<file path="src/rtl/bcd_mod_counter.sv">
// bcd_mod_counter: parametrised multi-digit BCD modulo-N up/down counter with load, clear and cascade carry
// Ports: clk, rst (sync, active-high), clr (sync digit-clear), en (step enable), up_dn (1=up),
//        load/load_val (validated parallel BCD load), bcd (count), co (combinational carry/borrow),
//        load_err (one-cycle rejected-load flag), bin_out (binary copy of bcd).
// Optional: define BCD_BIN_OUT_EN to build the registered bin_out; otherwise it is tied to 0.
module bcd_mod_counter #(
    parameter int DIGITS = 2,
    parameter int MODULO = 60,
    parameter int BW     = $clog2(MODULO)
) (
    input  logic                  clk,
    input  logic                  rst,
    input  logic                  clr,
    input  logic                  en,
    input  logic                  up_dn,
    input  logic                  load,
    input  logic [4*DIGITS-1:0]   load_val,
    output logic [4*DIGITS-1:0]   bcd,
    output logic                  co,
    output logic                  load_err,
    output logic [BW-1:0]         bin_out
);
    localparam int W = 4 * DIGITS;

    function automatic logic digits_ok(input logic [W-1:0] v);
        logic ok;
        ok = 1'b1;
        for (int i = 0; i < DIGITS; i++) ok = ok & (v[4*i+:4] <= 4'd9);
        return ok;
    endfunction

    function automatic int to_bin(input logic [W-1:0] v);
        int r;
        r = 0;
        for (int i = DIGITS - 1; i >= 0; i--) r = r * 10 + int'(v[4*i+:4]);
        return r;
    endfunction

    function automatic logic [W-1:0] to_bcd(input int n);
        logic [W-1:0] r;
        int m;
        r = '0;
        m = n;
        for (int i = 0; i < DIGITS; i++) begin
            r[4*i+:4] = 4'(m % 10);
            m = m / 10;
        end
        return r;
    endfunction

    localparam logic [W-1:0] MAX_BCD = to_bcd(MODULO - 1);

    logic [W-1:0] bcd_q, bcd_d, inc, dec, stepped;
    logic         load_err_q, load_err_d;
    logic         c, b, term, state_ok, load_ok;
    logic [3:0]   dig;

    always_comb begin
        inc = '0;
        dec = '0;
        c = 1'b1;
        b = 1'b1;
        dig = '0;
        // ripple increment/decrement: a digit moves only while every lower digit wraps
        for (int i = 0; i < DIGITS; i++) begin
            dig = bcd_q[4*i+:4];
            inc[4*i+:4] = c ? (dig == 4'd9 ? 4'd0 : dig + 4'd1) : dig;
            dec[4*i+:4] = b ? (dig == 4'd0 ? 4'd9 : dig - 4'd1) : dig;
            c = c & (dig == 4'd9);
            b = b & (dig == 4'd0);
        end
        term = up_dn ? (bcd_q == MAX_BCD) : (bcd_q == '0);
        state_ok = digits_ok(bcd_q) && (to_bin(bcd_q) < MODULO);
        load_ok = digits_ok(load_val) && (to_bin(load_val) < MODULO);
        // a corrupted count recovers to zero on the next enabled step
        stepped = !state_ok ? '0 : term ? (up_dn ? '0 : MAX_BCD) : (up_dn ? inc : dec);
        bcd_d = clr ? '0 : load ? (load_ok ? load_val : bcd_q) : en ? stepped : bcd_q;
        load_err_d = ~clr & load & ~load_ok;
    end

    always_ff @(posedge clk) begin
        if (rst) begin
            bcd_q      <= '0;
            load_err_q <= 1'b0;
        end else begin
            bcd_q      <= bcd_d;
            load_err_q <= load_err_d;
        end
    end

    assign bcd      = bcd_q;
    assign load_err = load_err_q;
    assign co       = en & ~rst & ~clr & ~load & term;

`ifdef BCD_BIN_OUT_EN
    logic [BW-1:0] bin_q, bin_d;

    // converted from the next-state value so bin_out lands on the same edge as bcd
    always_comb bin_d = BW'(to_bin(bcd_d));

    always_ff @(posedge clk) begin
        if (rst) bin_q <= '0;
        else     bin_q <= bin_d;
    end

    assign bin_out = bin_q;
`else
    assign bin_out = '0;
`endif
endmodule

</file>
<file path="config.mk">
export PLATFORM = sky130hd
export DESIGN_NAME = bcd_mod_counter
export DESIGN_NICKNAME = d
export VERILOG_FILES = /design/src/rtl/bcd_mod_counter.sv
export SDC_FILE = /design/constraint.sdc
export NUM_CORES = 1
export LEC_CHECK = 0
export CAP_MARGIN = 20
export CORE_AREA = 2 2 49 70
export DETAILED_ROUTE_END_ITERATION = 8
export DIE_AREA = 0 0 51 72
export PLACE_DENSITY = 0.79
export SYNTH_ARGS = -nofsm -noshare
export SYNTH_HDL_FRONTEND = slang
export SYNTH_SLANG_ARGS = --single-unit
</file>
<file path="constraint.sdc">
create_clock -name clk -period 4.18 [get_ports clk]
set_input_delay 1.254 -clock clk [delete_from_list [all_inputs] [get_ports clk]]
set_output_delay 1.254 -clock clk [all_outputs]
set_load 0.1 [all_outputs]
</file>
# Yosys cells after proc, flatten, opt, wreduce, memory -nomap -nowiden
# Cells that the tools add are included.
[op_classes]
addsub = 6
n_mul = 2
magnitude_cmp = 6
n_eq_ne = 6
n_mux = 14
bitwise = 12
n_reduce_logical = 9
[ops]
columns = ["cell", "n"]
rows = [
  ["two-way mux 8 bit", 6],
  ["two-way mux 4 bit", 6],
  ["adder 8 x 4 -> 9 bit", 2],
  ["less-than comparator 9 x 6 -> 1 bit, second input constant", 2],
  ["less-or-equal comparator 4 bit, second input constant", 4],
  ["multiplier 4 x 3 -> 7 bit, second input constant", 2],
  ["!= test 5 x 4 -> 1 bit, second input constant", 2],
  ["adder 4 x 1 -> 4 bit, second input constant", 2],
  ["bitwise AND 1 bit", 8],
  ["equality test 4 bit, second input constant", 2],
  ["equality test 8 x 7 -> 1 bit, second input constant", 1],
  ["logical NOT 4 bit", 2],
  ["logical NOT 8 bit", 1],
  ["subtractor 4 x 1 -> 4 bit, second input constant", 2],
  ["two-way mux 7 bit", 1],
  ["inverter 1 bit", 4],
  ["AND reduction 4 bit", 1],
  ["logical AND 1 bit", 2],
  ["!= test 2 x 1 -> 1 bit, second input constant", 1],
  ["AND reduction 2 bit", 1],
  ["nonzero test 2 bit", 1],
  ["OR reduction 2 bit", 1],
  ["two-way mux 1 bit", 1],
]
[totals]
reg_bits = 9
out_inout_bits = 16

# Longest topological paths before layout
[logic_depth]
ltp_word = 8
ltp_mapped = 10
mapped_depth_nobuf = 9

# Least setup slack after synthesis
# No wires, ideal clock.
[synth_timing]
path_kind = "input -> output"
start = "input port up_dn"
end = "output port co"
t_arrival_ns = 4.041
path_slack_ns = -1.115
stages = 5
cell_sequence = "buf_6 > nor4_1 > nor3b_2 > a31oi_1 > nor3_1"
[synth_between]
elab_chain_len = 2
[synth_rtl]
columns = ["element", "line", "text"]
rows = [
  ["from (decl)", "15", "input logic up_dn,"],
  ["two-way mux 1 bit", "72", "term = up_dn ? (bcd_q == MAX_BCD) : (bcd_q == '0);"],
  ["bitwise AND 1 bit", "93", "assign co = en & ~rst & ~clr & ~load & term;"],
  ["to (decl)", "19", "output logic co,"],
]
# Every way passes these cells.

# Worst setup path after layout
# Same ends and word-level chain as after synthesis.

==> results list <==
- The flow ran to the end, and the final reports show no timing, DRC or antenna violations.
* Min Clock Period, post-route: 4091 ps
- Global routing used 21.76% of the available tracks across all layers.
* Final cycle utilization of the critical path: between 90% and 100%
- The floorplan step defined a die boundary enclosing 3672 µm².
* Max rail drop VDD: 0.1806 mV
- Static leakage power: 0.0007271 µW
* CTS Root Cell: sky130_fd_sc_hd__clkbuf_8
* HPWL reported at the end of detailed placement: 2882 µm
- The detail route stage leaves a number of antenna-violating nets equal to 0.
- Number of antenna cells inserted: 0
- Yosys attributes the largest share of cell area to sky130_fd_sc_hd__dfxtp_1 (12%), sky130_fd_sc_hd__ha_1 (9.6%), sky130_fd_sc_hd__fa_1 (5.1%).
* Clock Path Buffers: 2
- Flip-flop cell with the highest count after synthesis: sky130_fd_sc_hd__dfxtp_1
- Resized cells post-CTS: 0
- DR DRC count: 0
- Number of hold-repair buffers added at the cts stage: 0
- For the pin with the worst max-slew slack, the measured transition is between 900 and 1000 ps.
- Worst min-delay path endpoint: bcd[2]
- TritonCTS built the clock tree.
- Detailed-route vias per instance: 6.096
- Final setup skew: 2.668 ps
- From synthesis to final layout, the design area changed by 18.12%.
- Clock tree sinks: 9
* TritonCTS Buffers: 3
* Clock edge transition at the registers on the reported setup and hold paths: about 50 ps
- Required time worst endpoint: a little under 3000 ps
- Register bit count reported by yosys: 9
- R2r startpoint: bcd[5]
- The floorplan step defined a core boundary enclosing 3033 µm².
- Arrival time of the worst setup path: around 2800 ps
* # Max-Cap Violations: 0
- The routed layout has 1585 vias.
- Of all nets on the critical path, the largest fanout is 10.
- The die is approximately 72 µm tall.
* Cell depth of the worst hold path: 2
- Starting DRT DRC Count: 40
* Global-route wire length before repair: 6313 µm
* DR pass1 iterations: 4
- The post-route netlist has between 10% and 20% of its cells at a drive strength greater than 1.
* Total congestion overflow: 0
* Number of H-tree levels: 1
- The worst setup path is captured at a primary output.
- The tightest min-delay check is of the reg2reg type.
* Terminus of the critical flop-to-flop path: bcd[4]
- Antenna violations before repair: 0
* Final wirelength: 3726 µm
- Entering global routing, the biggest net connects 18 pins.
* Reg2Reg Setup Slack: 940 ps
* Source of the worst hold timing path: bcd[2]
- The synthesized design devotes to its leading area cell type 11.55% of total area.
- Count of final setup violators: 0
- Insertion delay to the later sink of the worst-skew pair: 240 ps
* Highest-count cells in the layout ignoring fill and taps: sky130_fd_sc_hd__buf_4 (18), sky130_fd_sc_hd__nand2_1 (16), sky130_fd_sc_hd__clkdlybuf4s50_1 (14), sky130_fd_sc_hd__o21ai_0 (13), sky130_fd_sc_hd__a21oi_1 (13)
- Total number of yosys warnings: 0
- For this configuration, the core starts out at a cell density of 51.44%.
* Count of endpoints failing hold in the final timing report: 0
- Leaving out fill and tap cells, the most frequent cell in the layout is sky130_fd_sc_hd__buf_4.
- Max-slew headroom at the worst pin: between 30% and 40%
* FILL cells: between 200 and 300
- Critical Path Start Type: primary input
* Post-CTS Setup Repair Bufs: 0
- Dividing total power by cell area gives a power density of 222.1 nW/µm².
* Std cell rows: 24
- Weighted congestion at the end of routability-driven global placement: 0.8171
* Worst hold-check slack: 721.2 ps
- Number of standard cells after synthesis: 198
- Average routed wire per standard cell: 14.33 µm
- Number of global-route vias before repair: 1439
- Measured in cells, the most critical reg-to-reg path has a length of 9.
* Final count of pins violating max slew: 0
- Final layout net count: 252
* Number of buffers added on ports: 23
- Fraction of the yosys area taken by sequential cells: 11.55%
- Fraction of registers with async set or reset after synthesis: 0%
- Class of the most critical setup path: in2out
- Timing would allow up to 244.5 MHz.
- Yosys mapped a number of flops with a built-in enable equal to 0.
* Die Width: 51 µm
* RSZ-0062 raised after global routing: no
* Cell type contributing the most total cell area after synthesis: sky130_fd_sc_hd__dfxtp_1
* Synth unique cells: between 50 and 60
- I/O pin cnt: 30
* Post-Syn Area: 1560 µm²
* Synthesized area divided by synthesized cell count: 7.880 µm²
* Aggregate negative setup slack: 0 ps
## state kept, by name, indices dropped and copies added (netlist names)
name      flops
bcd           8
load_err      1
## layer usage
metal  up-vias  share of wire (%)  track usage [%]
met5         -                  0                0
met2        40                 51            37.52
met4         0                2.0            9.009
met1       757                 44            27.82
li1        781                  -                -
met3         7                3.3            1.235
## area by class of cell
class | count | area (µm²) | area share (%)
Sequential cell | 9 | 180.2 | 9.776
Multi-Input combinational cell | 170 | 1255 | 68.09
Timing Repair Buffer | 33 | 295.3 | 16.02
Tap cell | 39 | 48.80 | 2.648
Clock buffer | 4 | 45.04 | 2.444
Inverter | 5 | 18.77 | 1.018
## worst max-delay path, cell delays in order
cell and delay [ps]:
sky130_fd_sc_hd__clkdlybuf4s50_1 530, sky130_fd_sc_hd__buf_4 190, sky130_fd_sc_hd__and3_1 240, sky130_fd_sc_hd__a31oi_1 170
sky130_fd_sc_hd__nor3_4 250, sky130_fd_sc_hd__buf_12 200
## per-stage QoR
stage               cell area [µm²]  setup slack (ps)  total power, µW  utilization (%)  std cells
finish                         1843             89.40            409.3            60.77        260
CTS                            1837             89.93            408.4            60.56        260
floorplan                      1590             119.8            258.2                -        203
global placement               1792             70.57            299.9            59.08        256
global route                   1843             10.97            429.6            60.77        260
detailed placement             1792             15.36            301.7            59.08        256
## Yosys cell counts (all sizes together) (2+ instances only)
| library cell | instances |
|---|---|
| a211oi | 3 |
| a21boi | 5 |
| a21oi | 13 |
| a22oi | 4 |
| a311oi | 3 |
| a31o | 3 |
| a31oi | 7 |
| and2 | 5 |
| buf | 16 |
| clkbuf | 3 |
| dfxtp | 9 |
| fa | 4 |
| ha | 12 |
| inv | 5 |
| nand2 | 16 |
| nand2b | 7 |
| nand3 | 9 |
| nand3b | 4 |
| nand4 | 3 |
| nor2 | 8 |
| nor2b | 3 |
| nor3 | 5 |
| nor3b | 3 |
| o211ai | 2 |
| o21ai | 14 |
| o22ai | 2 |
| o311a | 2 |
| or2 | 3 |
| xnor2 | 4 |
| xor2 | 2 |
## kinds of logic (layout without fill, tap and decap cells)
| logic type | count (synthesis) | in the layout | synth area share [%] |
|---|---|---|---|
| xor gates and xnor gates | 6 | 6 | 3.368 |
| adders and majority gates | 16 | 16 | 14.76 |
| other | 1 | 6 | 0.2403 |
| DFF | 9 | 9 | 11.55 |
| and+or+nand+nor | 74 | 74 | 28.31 |
| AOI/OAI and AO/OA | 67 | 67 | 30.79 |
| muxes | 1 | 1 | 0.6416 |
| buffers and inverters | 24 | 42 | 10.34 |
## report_power, final
group | internal (µW) | switching [µW] | total [µW]
logic | 74.8 | 125 | 200
clock network | 67.0 | 40.2 | 107
registers | 89.6 | 13.0 | 103
## worst max path at each step
| stage | cells after the start | end | slack, ps | from |
|---|---|---|---|---|
| finish | 6 | co | 90 | up_dn |
| global route | 6 | co | 10 | up_dn |
| CTS | 6 | co | 90 | up_dn |
| detailed placement | 11 | bcd[5] | 20 | load_val[7] |
| global placement | 11 | bcd[5] | 70 | load_val[7] |
| floorplan | 5 | co | 120 | up_dn |
Power figures use the tool's default switching activity.
